File: src/rtl/psum_channel_scheduler_pkg.sv
`default_nettype none
// ============================================================================
//  Module      : npu_pkg
//  Description : Shared types and constants for the partial-sum channel
//                scheduler: scheduler state encoding, accumulator channel
//                index width and accumulator tile latency.
//  Revision    : 1.0 - initial release
// ============================================================================
package npu_pkg;

    // Width of the accumulator cal_chan port.
    localparam int CHAN_W = 4;

    // Default accumulator column-sweep length (accumulator W).
    localparam int ACC_CYCLES_DEFAULT = 11;

    // Cycles from one accepted tile to the earliest next one: the sweep plus
    // the load and done steps of the accumulator.
    localparam int ACC_LATENCY = ACC_CYCLES_DEFAULT + 2;

    typedef enum logic [2:0] {
        IDLE  = 3'd0,
        CLEAR = 3'd1,
        WAIT  = 3'd2,
        ACCUM = 3'd3,
        DRAIN = 3'd4,
        DONE  = 3'd5
    } sched_state_t;

endpackage

`default_nettype wire

File: src/rtl/psum_channel_scheduler.sv
`default_nettype none
// ============================================================================
//  Module      : psum_channel_scheduler
//  Description : Sequences the partial-sum accumulator over the input
//                channels and output channels of a conv layer. For each
//                output channel it clears the accumulator, feeds NUM_CHAN
//                conv tiles one at a time, waits for the accumulator's final
//                out_valid and hands the finished map downstream.
//  Ports       : clk, rst           - clock, synchronous active-high reset
//                start              - begin a layer (honoured only in IDLE)
//                conv_valid/ready   - tile handshake with the conv engine
//                acc_in_valid       - one-cycle pulse per accepted tile
//                acc_chan           - channel index for the accumulator
//                acc_clear          - one-cycle accumulator clear
//                acc_out_valid      - accumulator final-channel complete
//                res_valid/ready    - finished-map handshake downstream
//                och_idx            - output channel being built/presented
//                busy               - high outside IDLE
//                layer_done         - one-cycle pulse after the last map
//  Revision    : 1.0 - initial release
// ============================================================================
module psum_channel_scheduler
    import npu_pkg::*;
#(
    parameter int NUM_CHAN   = 10,
    parameter int NUM_OCH    = 8,
    parameter int ACC_CYCLES = ACC_CYCLES_DEFAULT,
    parameter int OCH_W      = 3
) (
    input  logic              clk,
    input  logic              rst,
    input  logic              start,
    input  logic              conv_valid,
    output logic              conv_ready,
    output logic              acc_in_valid,
    output logic [CHAN_W-1:0] acc_chan,
    output logic              acc_clear,
    input  logic              acc_out_valid,
    output logic              res_valid,
    input  logic              res_ready,
    output logic [OCH_W-1:0]  och_idx,
    output logic              busy,
    output logic              layer_done
);

    // Tile latency re-based onto this instance's sweep length.
    localparam int c_LAT   = ACC_LATENCY - ACC_CYCLES_DEFAULT + ACC_CYCLES;
    localparam int c_CNT_W = $clog2(c_LAT);

    // The pulse cycle is the first ACCUM cycle (cnt=0). Leaving ACCUM on the
    // edge where cnt advances to ACC_CYCLES+1 puts the next WAIT exactly
    // c_LAT-1 cycles after the pulse, so back-to-back tiles land c_LAT apart.
    localparam logic [c_CNT_W-1:0] c_CNT_EXIT  = c_CNT_W'(c_LAT - 2);
    localparam logic [CHAN_W-1:0]  c_CHAN_LAST = CHAN_W'(NUM_CHAN - 1);
    localparam logic [OCH_W-1:0]   c_OCH_LAST  = OCH_W'(NUM_OCH - 1);

    sched_state_t        r_state;
    logic [c_CNT_W-1:0]  r_cnt;
    logic [CHAN_W-1:0]   r_chan;
    logic [OCH_W-1:0]    r_och;
    logic                r_acc_in_valid;
    logic                r_res_valid;

    always_ff @(posedge clk) begin
        if (rst) begin
            r_state        <= IDLE;
            r_cnt          <= '0;
            r_chan         <= '0;
            r_och          <= '0;
            r_acc_in_valid <= 1'b0;
            r_res_valid    <= 1'b0;
        end else begin
            r_acc_in_valid <= 1'b0;
            case (r_state)
                IDLE: begin
                    if (start) begin
                        r_och   <= '0;
                        r_state <= CLEAR;
                    end
                end
                CLEAR: begin
                    r_chan  <= '0;
                    r_state <= WAIT;
                end
                WAIT: begin
                    if (conv_valid) begin
                        r_acc_in_valid <= 1'b1;
                        r_cnt          <= '0;
                        r_state        <= ACCUM;
                    end
                end
                ACCUM: begin
                    r_cnt <= r_cnt + 1'b1;
                    if (r_cnt == c_CNT_EXIT) begin
                        if (r_chan == c_CHAN_LAST) begin
                            r_state <= DRAIN;
                        end else begin
                            r_chan  <= r_chan + 1'b1;
                            r_state <= WAIT;
                        end
                    end
                end
                DRAIN: begin
                    // res_valid must be seen high for at least one cycle, so
                    // res_ready is only honoured once res_valid is already up.
                    if (!r_res_valid) begin
                        if (acc_out_valid) begin
                            r_res_valid <= 1'b1;
                        end
                    end else if (res_ready) begin
                        r_res_valid <= 1'b0;
                        if (r_och == c_OCH_LAST) begin
                            r_state <= DONE;
                        end else begin
                            r_och   <= r_och + 1'b1;
                            r_state <= CLEAR;
                        end
                    end
                end
                DONE: begin
                    r_state <= IDLE;
                end
                default: begin
                    r_state <= IDLE;
                end
            endcase
        end
    end

    // Remaining outputs are pure decodes of the registered state.
    assign conv_ready   = (r_state == WAIT);
    assign acc_clear    = (r_state == CLEAR);
    assign busy         = (r_state != IDLE);
    assign layer_done   = (r_state == DONE);
    assign acc_in_valid = r_acc_in_valid;
    assign acc_chan     = r_chan;
    assign res_valid    = r_res_valid;
    assign och_idx      = r_och;

endmodule

`default_nettype wire

File: config.mk
export PLATFORM = sky130hd
export DESIGN_NAME = psum_channel_scheduler
export DESIGN_NICKNAME = d
export VERILOG_FILES = /design/src/rtl/psum_channel_scheduler_pkg.sv /design/src/rtl/psum_channel_scheduler.sv
export SDC_FILE = /design/constraint.sdc
export NUM_CORES = 1
export LEC_CHECK = 0
export CAP_MARGIN = 20
export CORE_ASPECT_RATIO = 1.5
export CORE_MARGIN = 2
export CORE_UTILIZATION = 44
export CTS_CLUSTER_DIAMETER = 150
export DETAILED_ROUTE_END_ITERATION = 8
export GPL_ROUTABILITY_DRIVEN = 0
export PLACE_DENSITY = 0.73
export SYNTH_ARGS = -nofsm -noshare
export SYNTH_HDL_FRONTEND = slang
export SYNTH_SLANG_ARGS = --single-unit
export TNS_END_PERCENT = 5
File: constraint.sdc
create_clock -name clk -period 1.4 [get_ports clk]
set_clock_uncertainty 0.05 [all_clocks]
set_input_delay 0.28 -clock clk [delete_from_list [all_inputs] [get_ports clk]]
set_output_delay 0.28 -clock clk [all_outputs]
set_load 0.005 [all_outputs]
==> results.txt <==
The first detailed-routing pass took 4 iterations. When the netlist entered floorplanning its net count stood at 119. Clock tree synthesis found a total of 16 sinks. The slew of the pin with the lowest slew margin is 0.342 ns.

The reported net switching power is 0.282 mW. The largest net degree at the start of global routing came out at 13. The share of cells above drive strength 1 came out at 37.9%.

The floorplan step defined a die boundary enclosing 2470 um^2. The number of warnings printed during yosys synthesis is 0. STA classifies the critical path endpoint as an output pin.

The switching fraction of total power is 28.8%. The number of cell rows came out at 20. The post-layout total power is 0.978 mW. The via count of the routed design came out at 952. The post-detailed-route count of antenna-violating nets came out at 0.

The count of different cell masters after synthesis is 35. The number of clock buffers inserted by TritonCTS is 3. Buffers inserted to repair hold after CTS numbered 0.

The relative contribution of the clock network to total power is 24.9%. The total wirelength of the detailed-routed design came out at 2300 um. TritonCTS built the clock tree. The number of fillers in the final layout is 172. The clock passes through at most 2 buffers. The critical path is of the reg -> out type.

Dividing the final minimum period by the clock period gives 104%. The area fraction of the dominant cell type after synthesis came out at 35.0%. The via count of the first global-routing pass is 876.

The die outline width came out at 41.3 um. The number of flops mapped to enable cells by yosys came out at 0. The initial detailed-routing violation count came out at 19.

The final reports fail on negative setup slack. Data on the critical path is required at its endpoint by 1.07 ns. The data arrival time at the worst-slack endpoint came out at 1.13 ns. The area of the core is 2000 um^2. The root buffer cell chosen for the clock tree is clkbuf_4. The number of antenna violations at the first check in global routing was 0. The flow ran to the end, but the final reports show violations. The cell area after synthesis came out at 916 um^2. The multi-input combinational cells in the finished layout cover a total of 614 um^2.

Ranked by total cell area, the synthesized netlist is headed by dfxtp_1, a21oi_1, ha_1. The wire length per cell came out at 13.8 um. The remaining global-route overflow came out at 0. The non-filler instance count after layout came out at 167.

In the synthesized netlist the dominant register cell turns out to be dfxtp_1. The post-detailed-route DRC marker count is 0. Walking the worst path, the cells encountered are buf_4 > nor2_1 > dlygate4sd2_1. For this design the top-level I/O count stands at 19. The area of all sequential standard cells is 339 um^2.

The startpoint class of the critical path is a flop. The analysis attributes to cell leakage a power of 0.536 nW. The register-to-register setup slack is -0.03 ns. Along the worst path, the maximum fanout reaches 7. From bottom edge to top edge, the die measures 59.9 um.

The post-placement worst setup slack came out at -0.202 ns. The master of the slowest instance on the critical path is dfxtp_2. The post-detailed-placement half-perimeter wirelength is 1680 um.

The highest cell delay on the worst timing path came out at 0.35 ns. The combined buffer and inverter count along the critical path came out at 2. The worst slew margin relative to its limit is 77.2%. The post-layout worst setup margin came out at -0.0604 ns.

The count of mapped cells out of synthesis came out at 108. Relative to the synthesized area, the layout overhead comes to 45.8%. The antenna diode instance count came out at 0. The max-slew violation count is 0.

In this run the tool buffered the top-level ports with 18 buffer cells. In this run the mean area of a mapped cell was 8.48 um^2. Broken down by cell family, the worst path's largest delay share belongs to buffers and inverters. The internal cell power came out at 0.696 mW.

The total global-route track usage came out at 21.4%. In this run the worst hold path is classified as reg -> reg. After layout, the minimum clock period comes to 1.46 ns.

Setup repair after global routing could not meet its margin everywhere. The largest area contributor in the synthesized netlist is dfxtp_1. The share of power burned in registers came out at 49.3%. Clock latency on the worst-skew pair, taken at its later pin, is 0.29 ns. The fraction of the yosys area taken by sequential cells came out at 35.0%. The number of register bits inferred by synthesis came out at 16. The final net count came out at 158.

The share of total power dissipated in combinational logic is 25.8%. VDD sags by at most 0.517 mV. Setup violations remaining at the end of the flow were counted as 8. The number of cells after detailed placement came out at 162. The share of synthesized registers carrying an async set or reset is 0%.

The worst hold slack came out at 0.439 ns. The initial standard-cell utilization of the core came out at 45.7%. The achievable clock frequency is 685 MHz. The final hold violation count is 0. The average vias per placed instance came out at 5.70. The power per cell area is 732 nW/um^2.

The total negative slack for setup checks came out at -0.244 ns. The deepest level of the CTS H-tree is 1. Clock-pin slew was measured on the worst setup and hold paths at 0.09 ns. The first-pass GRT wire length is 3620 um. The max-cap check violation count is 0.
-- registers in the layout (all words and copies together) (netlist names) --
signal and count:
r_state 3, och_idx 3, r_cnt 4, acc_in_valid 1, res_valid 1, acc_chan 4
-- power groups by stage --
stage               clock [mW]  combinational (mW)  sequential (mW)
global route             0.262               0.276            0.484
finish                   0.243               0.252            0.482
floorplan                    0               0.128            0.489
detailed placement           0               0.250            0.490
global placement             0               0.243            0.490
CTS                      0.245               0.248            0.479
-- worst paths after layout --
| path | startpoint | to | depth (start not counted) |
|---|---|---|---|
| max reg2reg | r_state[2] | acc_chan[0] | 5 |
| max | r_state[0] | conv_ready | 3 |
| min | res_valid | res_valid | 1 |
| min reg2reg | res_valid | res_valid | 1 |
-- Yosys cell counts (2+ instances only) --
master and number:
nand2b_1 7, nor3_1 2, mux2i_1 2, inv_1 3, o21ai_0 4, nand4b_1 2, dfxtp_1 16, nor3b_1 3
nor2_1 8, nand3b_1 4, nand2_1 8, nand3_1 5, nor2b_1 2, ha_1 5, a21oi_1 13, clkbuf_1 3
a22oi_1 3
-- per-layer routing --
layer / track usage [%] / wire length (um) / share of wire, %
met5: 0 / 0 / 0
met4: 9.68 / 42 / 1.8
met3: 2.23 / 73 / 3.2
met2: 38.4 / 1260 / 55
met1: 23.3 / 931 / 40
-- cells by family (layout without fill, tap and decap cells) --
logic type	after synthesis	after routing	share of synthesized area [%]
AND/OR/NAND/NOR	51	51	32.9
AO/OA/AOI/OAI	26	26	19.3
flip-flops	16	16	35.0
buffers and inverters	8	45	3.82
adder cells (fa/ha/maj)	5	5	6.83
multiplexers	2	2	2.19
-- worst register-to-register path: stages, from the launching register on --
cell and delay (ns):
dfxtp_4 0.38, nand2b_1 0.18, buf_4 0.16, and2b_2 0.28, mux2i_1 0.20, a21oi_1 0.08
-- final cells by class --
| class | count | share of cell area (%) |
|---|---|---|
| clock buffers | 3 | 1.69 |
| inverters | 3 | 0.843 |
| multi-input cells | 84 | 46.0 |
| flip-flops and latches | 16 | 25.4 |
| well taps | 22 | 2.06 |
| repair buffers | 39 | 24.0 |
-- timing repair --
item                       4_1_cts  5_1_grt
gates resized for setup         33       14
pin swaps                        6        3
setup endpoints to repair       20       17
setup buffers                    0        2
-- metrics by stage --
step                utilization, %  cell area (um^2)
floorplan                        -               918
global placement              62.2              1240
detailed placement            62.2              1240
CTS                           64.3              1290
global route                  66.7              1340
finish                        66.7              1340
-- cell usage in the layout (no fill, tap or decap), types with 4 or more instances in the layout --
cell type,n
nor2_1,7
nand2b_1,5
nand3b_1,4
clkdlybuf4s50_1,5
dfxtp_2,12
a21oi_1,12
dlygate4sd2_1,10
buf_4,20
nand2_1,8
nand3_1,5
(Power assumes the default switching activity.)
